===== src/rtl/cpu_controller.sv =====
// Simple RISC Machine controller: instruction register, decoder and Moore FSM driving the datapath.
// One micro-step per clock; load/s are honoured only while idle in WAIT (w=1), ignored otherwise.
module cpu_controller (
    input  logic        clk,
    input  logic        rst_n,
    input  logic [15:0] in,
    input  logic        load,
    input  logic        s,
    output logic        w,
    output logic [1:0]  vsel,
    output logic [2:0]  writenum,
    output logic [2:0]  readnum,
    output logic        write,
    output logic        loada,
    output logic        loadb,
    output logic        loadc,
    output logic        loads,
    output logic        asel,
    output logic        bsel,
    output logic [1:0]  shift,
    output logic [1:0]  ALUop,
    output logic [15:0] sximm8,
    output logic [15:0] sximm5
);

    typedef enum logic [2:0] {
        S_WAIT   = 3'd0,
        S_DECODE = 3'd1,
        S_MOVIMM = 3'd2,
        S_GETA   = 3'd3,
        S_GETB   = 3'd4,
        S_ALU    = 3'd5,
        S_WRITE  = 3'd6
    } state_t;

    state_t      state;
    state_t      state_nxt;
    logic [15:0] ir;

    logic [2:0]  opcode;
    logic [1:0]  op;
    logic [2:0]  rn;
    logic [2:0]  rd;
    logic [2:0]  rm;
    logic        is_movimm;
    logic        is_movreg;
    logic        is_mvn;
    logic        is_cmp;
    logic        is_alu3;

    assign opcode = ir[15:13];
    assign op     = ir[12:11];
    assign rn     = ir[10:8];
    assign rd     = ir[7:5];
    assign rm     = ir[2:0];

    assign is_movimm = (opcode == 3'b110) && (op == 2'b10);
    assign is_movreg = (opcode == 3'b110) && (op == 2'b00);
    assign is_mvn    = (opcode == 3'b101) && (op == 2'b11);
    assign is_cmp    = (opcode == 3'b101) && (op == 2'b01);
    assign is_alu3   = (opcode == 3'b101) && (op != 2'b11);

    assign shift  = ir[4:3];
    assign sximm8 = {{8{ir[7]}}, ir[7:0]};
    assign sximm5 = {{11{ir[4]}}, ir[4:0]};

    // IR only changes while idle, so a running instruction always sees a stable word.
    always_ff @(posedge clk or negedge rst_n) begin
        if (!rst_n) begin
            ir <= 16'h0000;
        end else if (state == S_WAIT && load) begin
            ir <= in;
        end
    end

    always_ff @(posedge clk or negedge rst_n) begin
        if (!rst_n) begin
            state <= S_WAIT;
        end else begin
            state <= state_nxt;
        end
    end

    always_comb begin
        state_nxt = state;
        w         = 1'b0;
        vsel      = 2'b00;
        writenum  = 3'b000;
        readnum   = 3'b000;
        write     = 1'b0;
        loada     = 1'b0;
        loadb     = 1'b0;
        loadc     = 1'b0;
        loads     = 1'b0;
        asel      = 1'b0;
        bsel      = 1'b0;
        ALUop     = 2'b00;

        case (state)
            S_WAIT: begin
                w = 1'b1;
                if (s) begin
                    state_nxt = S_DECODE;
                end
            end
            S_DECODE: begin
                if (is_movimm) begin
                    state_nxt = S_MOVIMM;
                end else if (is_movreg || is_mvn) begin
                    state_nxt = S_GETB;
                end else if (is_alu3) begin
                    state_nxt = S_GETA;
                end else begin
                    state_nxt = S_WAIT;
                end
            end
            S_MOVIMM: begin
                writenum  = rn;
                vsel      = 2'b10;
                write     = 1'b1;
                state_nxt = S_WAIT;
            end
            S_GETA: begin
                readnum   = rn;
                loada     = 1'b1;
                state_nxt = S_GETB;
            end
            S_GETB: begin
                readnum   = rm;
                loadb     = 1'b1;
                state_nxt = S_ALU;
            end
            S_ALU: begin
                // MOV-reg reuses the adder with A forced to zero.
                ALUop = is_movreg ? 2'b00 : op;
                asel  = is_movreg || is_mvn;
                if (is_cmp) begin
                    loads     = 1'b1;
                    state_nxt = S_WAIT;
                end else begin
                    loadc     = 1'b1;
                    state_nxt = S_WRITE;
                end
            end
            S_WRITE: begin
                writenum  = rd;
                vsel      = 2'b00;
                write     = 1'b1;
                state_nxt = S_WAIT;
            end
            default: begin
                state_nxt = S_WAIT;
            end
        endcase
    end

endmodule


===== config.mk =====
export PLATFORM = sky130hd
export DESIGN_NAME = cpu_controller
export DESIGN_NICKNAME = d
export VERILOG_FILES = /design/src/rtl/cpu_controller.sv
export SDC_FILE = /design/constraint.sdc
export NUM_CORES = 1
export LEC_CHECK = 0
export ABC_AREA = 1
export CAP_MARGIN = 30
export CORE_MARGIN = 3
export CORE_UTILIZATION = 42
export CTS_BUF_LIST = sky130_fd_sc_hd__clkbuf_16
export DETAILED_ROUTE_END_ITERATION = 10
export MAX_ROUTING_LAYER = met4
export PLACE_DENSITY = 0.82
export SYNTH_ARGS = -nofsm -noshare
export SYNTH_HDL_FRONTEND = slang
export SYNTH_SLANG_ARGS = --single-unit

===== constraint.sdc =====
create_clock -name clk -period 1.7 [get_ports clk]
set_input_delay 0.425 -clock clk [delete_from_list [all_inputs] [get_ports clk]]
set_output_delay 0.425 -clock clk [all_outputs]
set_load 0.005 [all_outputs]

==> results.cfg, run 1 <==
[synth]
syn_inst = 173
ys.warnings.count = 0
ys_ff_latch = 19
synth_compound_area_share_pct = 3.42
yosysSeqAreaShare_pct = 36.1
synthSimpleGateAreaFrac_pct = 30.7
synth_xor_area_share_pct = 0
synth_top_family_by_area = simple AND/OR/NAND/NOR gates
yosys-top-cells-area = dfrtp_1 (36%), buf_4 (21%), nand2_1 (13%)
synthAdderAreaFrac_pct = 0
avgSynthCellArea_um2 = 7.62
syn-cell-area_um2 = 1320
yosysUniqueCellTypes = 22
muxShareOfSynthArea_pct = 0
yosys.area.top_type_share_pct = 36.1
synth_top_cell_by_area = dfrtp_1

[critical_path]
startpoint_type = flip-flop
worst_ep_required_time_ns = 1.27
arrival_ns = 1.45
crit_path_max_incr_delay_ns = 0.43
cpMaxStageDelayCell = dfrtp_1
path_class = reg2out
cp_common_cell = buf_6
path_cells = buf_6 -> nor2_4 -> nand2_1 -> inv_2 -> buf_6 -> nand2_2 -> o21ai_1 -> buf_2
cp_max_fo = 3
endpoint_kind = output port

[floorplanning]
initial_core_util_pct = 45.8
core_area_um2 = 2880
die_width_um = 62.0
die_area_um2 = 3850
num_rows = 19
die_h_um = 62.0
io_pins = 72

[finish]
layout.cells.most_common = nand2_1
area_growth_pct = 77.8
n_antenna_cell = 0
final_cell_mix = nand2_1 (38), clkdlybuf4s50_1 (30), buf_4 (30)
final_cells = 293
nNetsFinal = 272
drive_gt1_share_pct = 40.6

[grt]
use_met2_pct = 35.8
grt_remaining_overflow = 0
antenna_found_initial = 0
grt_start_max_net_pins = 20
grt_first_pass_wirelength_um = 5920
met1_usage_pct = 26.4
track_usage_pct = 21.5
grt_pass1_vias = 1272
grt_util_met3_pct = 4.75
grt-busiest-layer = met2

[status]
status = finished with violations
violations = negative setup slack

[routing]
drt_pass1_iterations = 4
via_per_inst = 4.84
drc = 0
ant_nets = 0
vias = 1417
routed_wl_um = 4730
wl_per_cell_um = 16.1
drtIter0Drc = 93

[timing]
holdWs_ns = 0.485
setup_violations = 13
rsz0062_at_grt = yes
fin_skew_ns = 0.00179
max_freq_mhz = 533
finalCritPeriodShare_pct = 110
hold_viol_final = 0
timing.final.ws_setup_ns = -0.177
drv_slew = 0
min_period_ns = 1.88

[cts]
cts_inserted_buffers = 3
clk_latency_ns = 0.25
clkSinkCount = 19
cts_tree = yes
ctsLongestPathBuffers = 2
root_buffer = clkbuf_16
cts.clk_slew.worst_paths_ns = 0.06
cts_hold_buf = 0
htreeDepth = 1

[placed_design]
gp_congestion = 0.807
hpwl_um = 2410
io_buffers = 69
placedCellCount = 266
dp_slack_ns = -0.211

[pwr]
powerDensity_nw_per_um2 = 1860
p_leak_uw = 0.00140
ir_worst_vdd_v = 0.00124
power_uw = 4360

[min_path]
hp-class = reg2reg

[job]
maxCapViolCount = 0
==> critical path, delay by kind of cell (launching register included) <==
family	cells	cell delay, ns
DFF	1	0.43
AOI/OAI and AO/OA	1	0.09
buffers and inverters	4	0.46
and+or+nand+nor	3	0.22
==> what timing repair did <==
action	CTS	global route
gates resized for setup	95	59
buffers inserted	17	7
cloned	0	1
endpoints found under the setup margin	39	38
pin swaps	8	7
endpoints found under the hold margin	0	0
==> flip-flops by register name, summed over array words and instances, names as in the netlist <==
signal	count
ir	16
state	3
==> area by class of cell <==
cell class                      instances  area (um2)
Tap cell                               42        52.6
Clock buffer                            3        75.1
Timing Repair Buffer                  114        1060
Inverter                               17        81.3
Clock inverter                          1        5.00
Fill cell                             149         532
Sequential cell                        19         479
Multi-Input combinational cell         97         587
==> metal layers <==
layer	up-vias	part of all wire [%]
met4	0	2.2
met3	12	6.4
met2	79	53
li1	662	-
met5	-	0
met1	664	39
==> cell families (layout without fill, tap and decap cells) <==
family	Yosys count	after routing
AND/OR/NAND/NOR	86	86
other	1	2
buffers and inverters	58	135
AO/OA/AOI/OAI	9	9
flip-flops	19	19
==> final timing paths <==
| kind | start | to | slack [ns] | depth (start not counted) |
|---|---|---|---|---|
| worst min register to register | ir[8] | ir[8] | 0.48 | 2 |
| worst min-delay path | ir[8] | ir[8] | 0.48 | 2 |
| worst max-delay path | state[1] | readnum[0] | -0.18 | 8 |
| max in group asynchronous | rst_n | ir[4] | 0.96 | 2 |
| worst max register to register | state[1] | ir[2] | 0.12 | 9 |
| min in group asynchronous | rst_n | state[2] | 0.51 | 2 |
==> report_power, final <==
group	switching [uW]	internal, uW	total, uW
Combinational	1360	1570	2930
Clock	175	316	491
Sequential	255	679	933
Total	1790	2570	4360
==> cells in the mapped netlist (all sizes together) <==
master / count
nand2: 48
o21ai: 7
nor2: 12
nor3: 1
buf: 40
nand4: 1
dfrtp: 19
inv: 17
nand3: 24
a21oi: 2
clkbuf: 1
conb: 1
==> through the flow <==
step	TNS, ns	utilization (%)	cell area (um2)
global placement	-1.50	66.5	1910
global route	-2.06	81.5	2340
floorplan	0	-	1320
finish	-1.04	81.5	2340
CTS	-0.244	74.2	2130
detailed placement	-2.08	66.5	1910
Note: power is estimated with default switching activity, not from simulation.
==> inputs of run 2 (changes only) <==
- PLACE_DENSITY: 0.82 -> 0.93
==> results.cfg, run 2 (same netlist as run 1, synthesis figures left out) <==
[placed_design]
dp_slack_ns = -0.175
gp_congestion = 0.856
io_buffers = 69
hpwl_um = 2600

[floorplanning]
core_area_um2 = 2880
io_pins = 72
num_rows = 19
die_h_um = 62.0
die_area_um2 = 3850
initial_core_util_pct = 45.8
die_width_um = 62.0

[pwr]
powerDensity_nw_per_um2 = 1900
power_uw = 4720
ir_worst_vdd_v = 0.00126
p_leak_uw = 0.00147

[timing]
finalCritPeriodShare_pct = 112
drv_slew = 0
rsz0062_at_grt = yes
hold_viol_final = 0
fin_skew_ns = 0.00618
holdWs_ns = 0.477
timing.final.ws_setup_ns = -0.207
min_period_ns = 1.91
fin_tns_setup_ns = -2.29
setup_violations = 16
max_freq_mhz = 524

[finish]
reg_top3 = ir x16, state x3
drive_gt1_share_pct = 43.6
final_cell_mix = buf_4 (42), nand2_1 (36), clkdlybuf4s50_1 (33)
regMostFlops = ir
utilization_pct = 86.3
layout.cells.most_common = buf_4
area_growth_pct = 88.2
n_antenna_cell = 0
nNetsFinal = 287
largest_reg_flops = 16

[min_path]
hold_start = ir[9]
hp-class = reg2reg

[critical_path]
r2r_slack_ns = -0.11
cp_common_cell = buf_6
regToRegStartpoint = state[1]
path_class = reg2out
cp_max_fo = 3
startpoint = state[1]
endpoint_kind = output port
worst_ep_required_time_ns = 1.27
crit_path_max_incr_delay_ns = 0.40
arrival_ns = 1.48
path_cells = buf_6 -> buf_6 -> nor2_4 -> nand2_2 -> inv_2 -> buf_6 -> nand2_1 -> o21ai_1 -> buf_2
cpMaxStageDelayCell = dfrtp_1
cp_top_family = buffers and inverters
startpoint_type = flip-flop
worst-path-buf-inv = 5

[cts]
cts_inserted_buffers = 3
clkSinkCount = 19
cts_tree = yes
ctsLongestPathBuffers = 2
htreeDepth = 1
clk_latency_ns = 0.25
root_buffer = clkbuf_16
cts.clk_slew.worst_paths_ns = 0.06

[job]
maxCapViolCount = 0

[grt]
grt_remaining_overflow = 0
antenna_found_initial = 0
grt_first_pass_wirelength_um = 6830
track_usage_pct = 26.0
grt_start_max_net_pins = 20
grt_pass1_vias = 1402

[status]
status = finished with violations
violations = negative setup slack

[routing]
wl_per_cell_um = 17.5
via_per_inst = 4.94
ant_nets = 0
drtIter0Drc = 76
vias = 1521
drc = 0
drt_pass1_iterations = 4
routed_wl_um = 5380
==> run 2: changes by cell type in the layout (fill, tap and decap cells not counted), sizes merged <==
| cell | before | now |
|---|---|---|
| buf | 59 | 74 |
| clkbuf | 5 | 3 |
| clkdlybuf4s50 | 30 | 33 |
| clkinv | 1 | 0 |
| dlygate4sd2 | 1 | 2 |
| dlymetal6s2s | 22 | 20 |
| inv | 17 | 18 |
==> run 2: routing by layer <==
layer | routed length, um | up-vias | part of all wire, % | global-route usage [%]
li1 | - | 689 | - | -
met1 | 2070 | 728 | 38 | 29.9
met2 | 2840 | 89 | 53 | 42.6
met3 | 355 | 15 | 6.6 | 5.37
met4 | 125 | 0 | 2.3 | 12.7
met5 | 0 | - | 0 | -
==> run 2: power by group <==
group / total, uW / leakage [uW] / internal (uW) / switching (uW)
clock: 495 / 0.0000423 / 313 / 182
combinational: 3300 / 0.00120 / 1840 / 1460
sequential: 934 / 0.000233 / 679 / 255
total: 4720 / 0.00147 / 2830 / 1900
==> run 2: metrics by stage <==
stage / instances / cell area [um2]
after floorplan: 174 / 1320
after global placement: 266 / 1930
after detailed placement: 266 / 1930
after CTS: 299 / 2280
after global routing: 308 / 2480
final: 308 / 2480
==> run 2: path summary, 6_finish.rpt <==
check | to | depth (start not counted)
worst max-delay path | readnum[2] | 9
worst min-delay path | ir[9] | 2
worst max register to register | state[1] | 13
worst min register to register | ir[9] | 2
max in group asynchronous | ir[4] | 2
min in group asynchronous | state[2] | 2
==> run 2: cell type report <==
cell class,count,area [um2]
Inverter,17,73.8
Tap cell,42,52.6
Multi-Input combinational cell,97,588
Clock buffer,3,75.1
Timing Repair Buffer,129,1210
Fill cell,133,394
Sequential cell,19,479
Clock inverter,1,3.75
==> run 2: worst min-delay path, stage by stage (launching register included) <==
cell and delay, ns:
dfrtp_1 0.35, nand2_1 0.05, nand2_1 0.04
==> run 2: repair_timing <==
action,CTS,global route
gates cloned,0,1
buffers inserted,30,11
hold endpoints to repair,0,0
pin swaps,8,7
endpoints found under the setup margin,39,57
hold buffers,0,0
resized for setup,100,46
==> inputs of run 3 (changes only) <==
- SLEW_MARGIN: not set -> 20
==> results of run 3 <==
The final DEF is identical to that of run 2; final timing and power are the same.
==> RTL change 1, RTL diff (flow settings as in run 3) <==
Re-encode `state_t` (7 states) as one-hot, 7 bits wide.
--- a/src/rtl/cpu_controller.sv
+++ b/src/rtl/cpu_controller.sv
@@ -25,10 +25,10 @@
 
-    typedef enum logic [2:0] {
-        S_WAIT   = 3'd0,
-        S_DECODE = 3'd1,
-        S_MOVIMM = 3'd2,
-        S_GETA   = 3'd3,
-        S_GETB   = 3'd4,
-        S_ALU    = 3'd5,
-        S_WRITE  = 3'd6
+    typedef enum logic [6:0] {
+        S_WAIT   = 7'b0000001,
+        S_DECODE = 7'b0000010,
+        S_MOVIMM = 7'b0000100,
+        S_GETA   = 7'b0001000,
+        S_GETB   = 7'b0010000,
+        S_ALU    = 7'b0100000,
+        S_WRITE  = 7'b1000000
     } state_t;
Behaviour: same outputs for any inputs over 10 cycles, from zero or initial values and one cycle with rst_n low; not proved beyond that.
==> RTL change 1 against run 3 <==
- the run still ends with setup timing left
- total power down 22%
- design area up 5.4%
- highest routed layer unchanged
- critical path depth fell by 3
- sequential cell count is 4 higher
- synthesized cell count up 16%
- hold slack better by 0.045 ns
- largest power group unchanged
- area after synthesis increased by 14%
- core utilization down 9.1 points
- routed wire length rose by 3.4%
- setup slack lost 0.099 ns
==> RTL change 1: results (changes against run 3) <==
* Share of layout cells above drive strength 1 at 38.8% (-4.8 points)
* DR WL met2 at 2920 um (+2.9%)
* Iter 0 DRT Violations at 85 (+12%)
* Failing checks: setup timing
* Worst r2r path cells at 11 (-2)
* Status: finished with violations
* CP Capture Point: readnum[1]
* R2r endpoint: ir[11]
* GRT Util Overall at 26.7% (+0.72 points)
* Final WS setup at -0.306 ns (-0.0993 ns)
* Post-synthesis cell type count at 21 (-4.5%)
* TNS Setup at -3.40 ns (-1.10 ns)
* Setup violators final at 16 (unchanged)
* DP HPWL at 2990 um (+15%)
* Sequential area share after synthesis at 38.3% (+2.2 points)
* Via-to-Cell Ratio at 5.22 (+5.7%)
* R2R setup slack at 0.04 ns (+0.15 ns)
* GR Util met2 at 46.3% (+3.7 points)
* Worst slack, placed at -0.378 ns (-0.202 ns)
* Worst Setup SP: state[0]
* Placer Congestion at 0.903 (+5.5%)
* Metal-1 WL at 2000 um (-3.4%)
* GR Layer Usage met1 at 29.9% (about the same)
* Pleak at 1.55 nW (+4.9%)
* WHS at 0.522 ns (+0.0452 ns)
* Cells after Synth at 201 (+16%)
* Synth cell count leaders: nand2_1, buf_4, nand3_1
* DR WL/cell at 16.8 um (-4.1%)
* Worst VDD drop at 1.05 mV (-17%)
* Number of fill cells at 189 (+42%)
* Largest net degree at the start of global routing at 24 (+20%)
-- RTL change 1: cell types whose count changed after synthesis, moves of 2 or more --
cell / change
nor2_1: +13
nand2_1: +8
a22o_1: +3
dfrtp_1: +3
nor2_2: +3
a21oi_1: -2
inv_2: +2
nand3b_1: +2
nor3_1: +2
o21ai_0: -2
-- RTL change 1: cell type report --
cell class / count / area, sq um / area share, %
timing repair buffer: 120 / 1140 / 43.7
multi-input combinational: 121 / 679 / 26.0
sequential: 23 / 579 / 22.1
inverter: 18 / 77.6 / 2.97
clock buffer: 3 / 75.1 / 2.87
tap: 46 / 57.6 / 2.20
clock inverter: 1 / 3.75 / 0.143
-- RTL change 1: logic make-up (layout without fill, tap and decap cells) --
kind of cell           count (synthesis)  after routing  share of synthesized area, %
other                                  1              2                         0.249
AOI/OAI and AO/OA                      7              7                          3.07
buffers and inverters                 58            142                          25.0
and+or+nand+nor                      112            112                          33.4
DFF                                   23             23                          38.3
-- RTL change 1: report_power, final --
group	internal [mW]	switching [mW]
clock	0.315	0.201
combinational	1.20	0.971
sequential	0.763	0.230
total	2.27	1.40
-- RTL change 1: repair_timing --
| action | CTS | global route |
|---|---|---|
| pin swaps | 15 | 9 |
| buffers inserted | 23 | 4 |
| gates resized for setup | 114 | 39 |
| endpoints found under the setup margin | 37 | 40 |
-- RTL change 1: worst max-delay path: stages (launching register included) --
cell and delay (ns):
dfstp_2 0.58, nor2_4 0.06, nand2_4 0.11, nor2_4 0.06, buf_6 0.12, a22o_1 0.26
buf_2 0.14
-- RTL change 1: how the worst min path moves through the flow --
stage | endpoint | startpoint
floorplan | ir[0] | rst_n
global placement | ir[14] | ir[14]
detailed placement | ir[14] | ir[14]
CTS | ir[13] | ir[13]
global route | ir[5] | ir[5]
finish | ir[3] | ir[3]
==> RTL change 2, RTL diff (flow settings as in run 3) <==
Made on the original files. Register the output `write`, cleared by the reset; this adds one clock of latency there. The other outputs are not delayed to match.
--- a/src/rtl/cpu_controller.sv
+++ b/src/rtl/cpu_controller.sv
@@ -34,2 +34,4 @@
     } state_t;
+
+    logic write_d;
 
@@ -89,3 +91,3 @@
         readnum   = 3'b000;
-        write     = 1'b0;
+        write_d   = 1'b0;
         loada     = 1'b0;
@@ -119,3 +121,3 @@
                 vsel      = 2'b10;
-                write     = 1'b1;
+                write_d   = 1'b1;
                 state_nxt = S_WAIT;
@@ -147,3 +149,3 @@
                 vsel      = 2'b00;
-                write     = 1'b1;
+                write_d   = 1'b1;
                 state_nxt = S_WAIT;
@@ -156,2 +158,10 @@
 
+    always_ff @(posedge clk or negedge rst_n) begin
+        if (!rst_n) begin
+            write <= '0;
+        end else begin
+            write <= write_d;
+        end
+    end
+
 endmodule
Behaviour: not the same (a bounded check fails within 4 cycles, from zero or initial values and one cycle with rst_n low).
==> RTL change 2 against run 3 <==
- sequential cell count increased by 1
- total power decreased by 13%
- core utilization decreased by 11 points
- setup slack improved by 0.12 ns
- routed wire length decreased by 31%
- highest routed layer unchanged
- register-to-register slack improved by 0.19 ns
- critical endpoint unchanged
- area after synthesis increased by 4.2%
- the flow still finishes with violations (setup timing)
- fmax increased by 7.0%
- clock power decreased by 5.7%
- design area decreased by 6.2%
==> RTL change 2: results (changes against run 3) <==
* Biggest regs: ir (16), state (3), write (1)
* Yosys warnings at 0 (unchanged)
* Worst hold path type: reg -> reg
* Num CTS Buffers at 3 (unchanged)
* Share of layout cells above drive strength 1 at 42.5% (-1.1 points)
* Critical-path maximum fanout at 3 (unchanged)
* Slowest-stage cell, CP: dfrtp_2
* ANT cells at 0 (unchanged)
* Iter 0 DRT Violations at 42 (-45%)
* Grt met3 use at 4.10% (-1.3 points)
* Worst reg2reg startpoint: state[1]
* Placer Congestion at 0.862 (+0.71%)
* Final clock skew at 0.00179 ns (-0.00439 ns)
* DRT Pass-1 Iters at 4 (unchanged)
* DR WL met2 at 1960 um (-31%)
* Cell family with most CP delay: flip-flops
* Worst-path clk slew at around 0.05 ns
* Metal-1 WL at 1470 um (-29%)
* DP Area at 0.00195 sq mm (+1.0%)
* CTS Buffer Depth at 2 (unchanged)
* Synth top area cells: dfrtp_1, buf_4, nand2_1
* Pleak at 1.37 nW (-7.3%)
* GR Util met2 at 31.9% (-11 points)
* CP peak stage delay at 0.42 ns (+0.02 ns)
* H-Tree Level Count at 1 (unchanged)
* Setup violators final at 9 (-7)
* Worst skew pair latency at 0.25 ns (about the same)
* Failing checks: setup timing
* Int Power at 2.56 mW (-9.6%)
* Post-synthesis cell type count at 18 (-18%)
* Ys async rst share at 100% (unchanged)
* Port Buffers at 69 (unchanged)
* Routed wl met3 at 210 um (-41%)
* Top Layer Used: met4
* GRT Util Overall at 19.0% (-7.0 points)
* Sequential area share after synthesis at 36.4% (+0.38 points)
* Final WS setup at -0.0817 ns (+0.125 ns)
* Status: finished with violations
* Detailed Route WL at 3720 um (-31%)
* DP HPWL at 2350 um (-9.8%)
* Primary FF master, synth: dfrtp_1
* Worst VDD drop at 1.07 mV (-15%)
* Hold_sp: ir[8]
* Largest net degree at the start of global routing at 21 (+5.0%)
* First-pass GRT wire length at 5890 um (-14%)
* Setup CP Type: reg -> out
* DR WL/cell at 12.6 um (-28%)
* Antenna violations before repair at 0 (unchanged)
* Via-to-Cell Ratio at 4.54 (-8.0%)
* GR Layer Usage met1 at 21.9% (-8.0 points)
* Clock root buffer: clkbuf_16
* Number of global-route vias before repair at 1308 (-6.7%)
* Synth cell count leaders: buf_4, nand2_1, nand3_1
* Nets at 274 (-4.5%)
* Cells after Synth at 176 (+1.7%)
[RTL change 2: cells by family (layout without fill, tap and decap cells)]
kind of cell	after synthesis	in the layout	share of synthesized area, %
AO/OA/AOI/OAI	9	9	3.28
buffers and inverters	57	132	27.6
AND/OR/NAND/NOR	89	89	32.4
other	1	2	0.273
flip-flops	20	20	36.4
[RTL change 2: timing repair]
action                                  CTS  global route
gates cloned                              0             1
pin swaps                                 5             4
buffers inserted                         16            11
endpoints found under the setup margin   38            31
gates resized for setup                  84            38
[RTL change 2: through the flow]
step                total power [mW]  utilization (%)  setup WS, ns  TNS [ns]  hold slack, ns
floorplan                       2.31                -         0.316         0           0.129
global placement                3.03             63.2        -0.198     -1.54           0.466
detailed placement              3.09             63.2        -0.250     -2.07           0.469
CTS                             3.87             69.4       -0.0667    -0.300           0.483
global route                    4.39             75.7        -0.148    -0.908           0.514
finish                          4.09             75.7       -0.0817    -0.329           0.477
[RTL change 2: final timing paths]
kind | endpoint | slack (ns) | cells after the start
worst max-delay path | readnum[2] | -0.08 | 8
worst min-delay path | ir[8] | 0.48 | 2
worst max register to register | ir[2] | 0.08 | 10
worst min register to register | ir[8] | 0.48 | 2
max in group asynchronous | ir[4] | 0.96 | 2
min in group asynchronous | ir[12] | 0.51 | 2
[RTL change 2: power groups by stage]
stage	Sequential, mW	Clock, mW	Combinational, mW
4_1_cts	0.927	0.480	2.46
5_1_grt	0.991	0.498	2.90
3_5_place_dp	0.965	0	2.13
6_report	0.952	0.467	2.67
2_1_floorplan	0.949	0	1.36
3_3_place_gp	0.949	0	2.08
[RTL change 2: area by class of cell]
cell class / instances / area, sq um
fillers: 216 / 749
flip-flops and latches: 20 / 505
multi-input cells: 100 / 572
clock buffers: 3 / 75.1
repair buffers: 112 / 1050
inverters: 17 / 71.3
well taps: 44 / 55.1
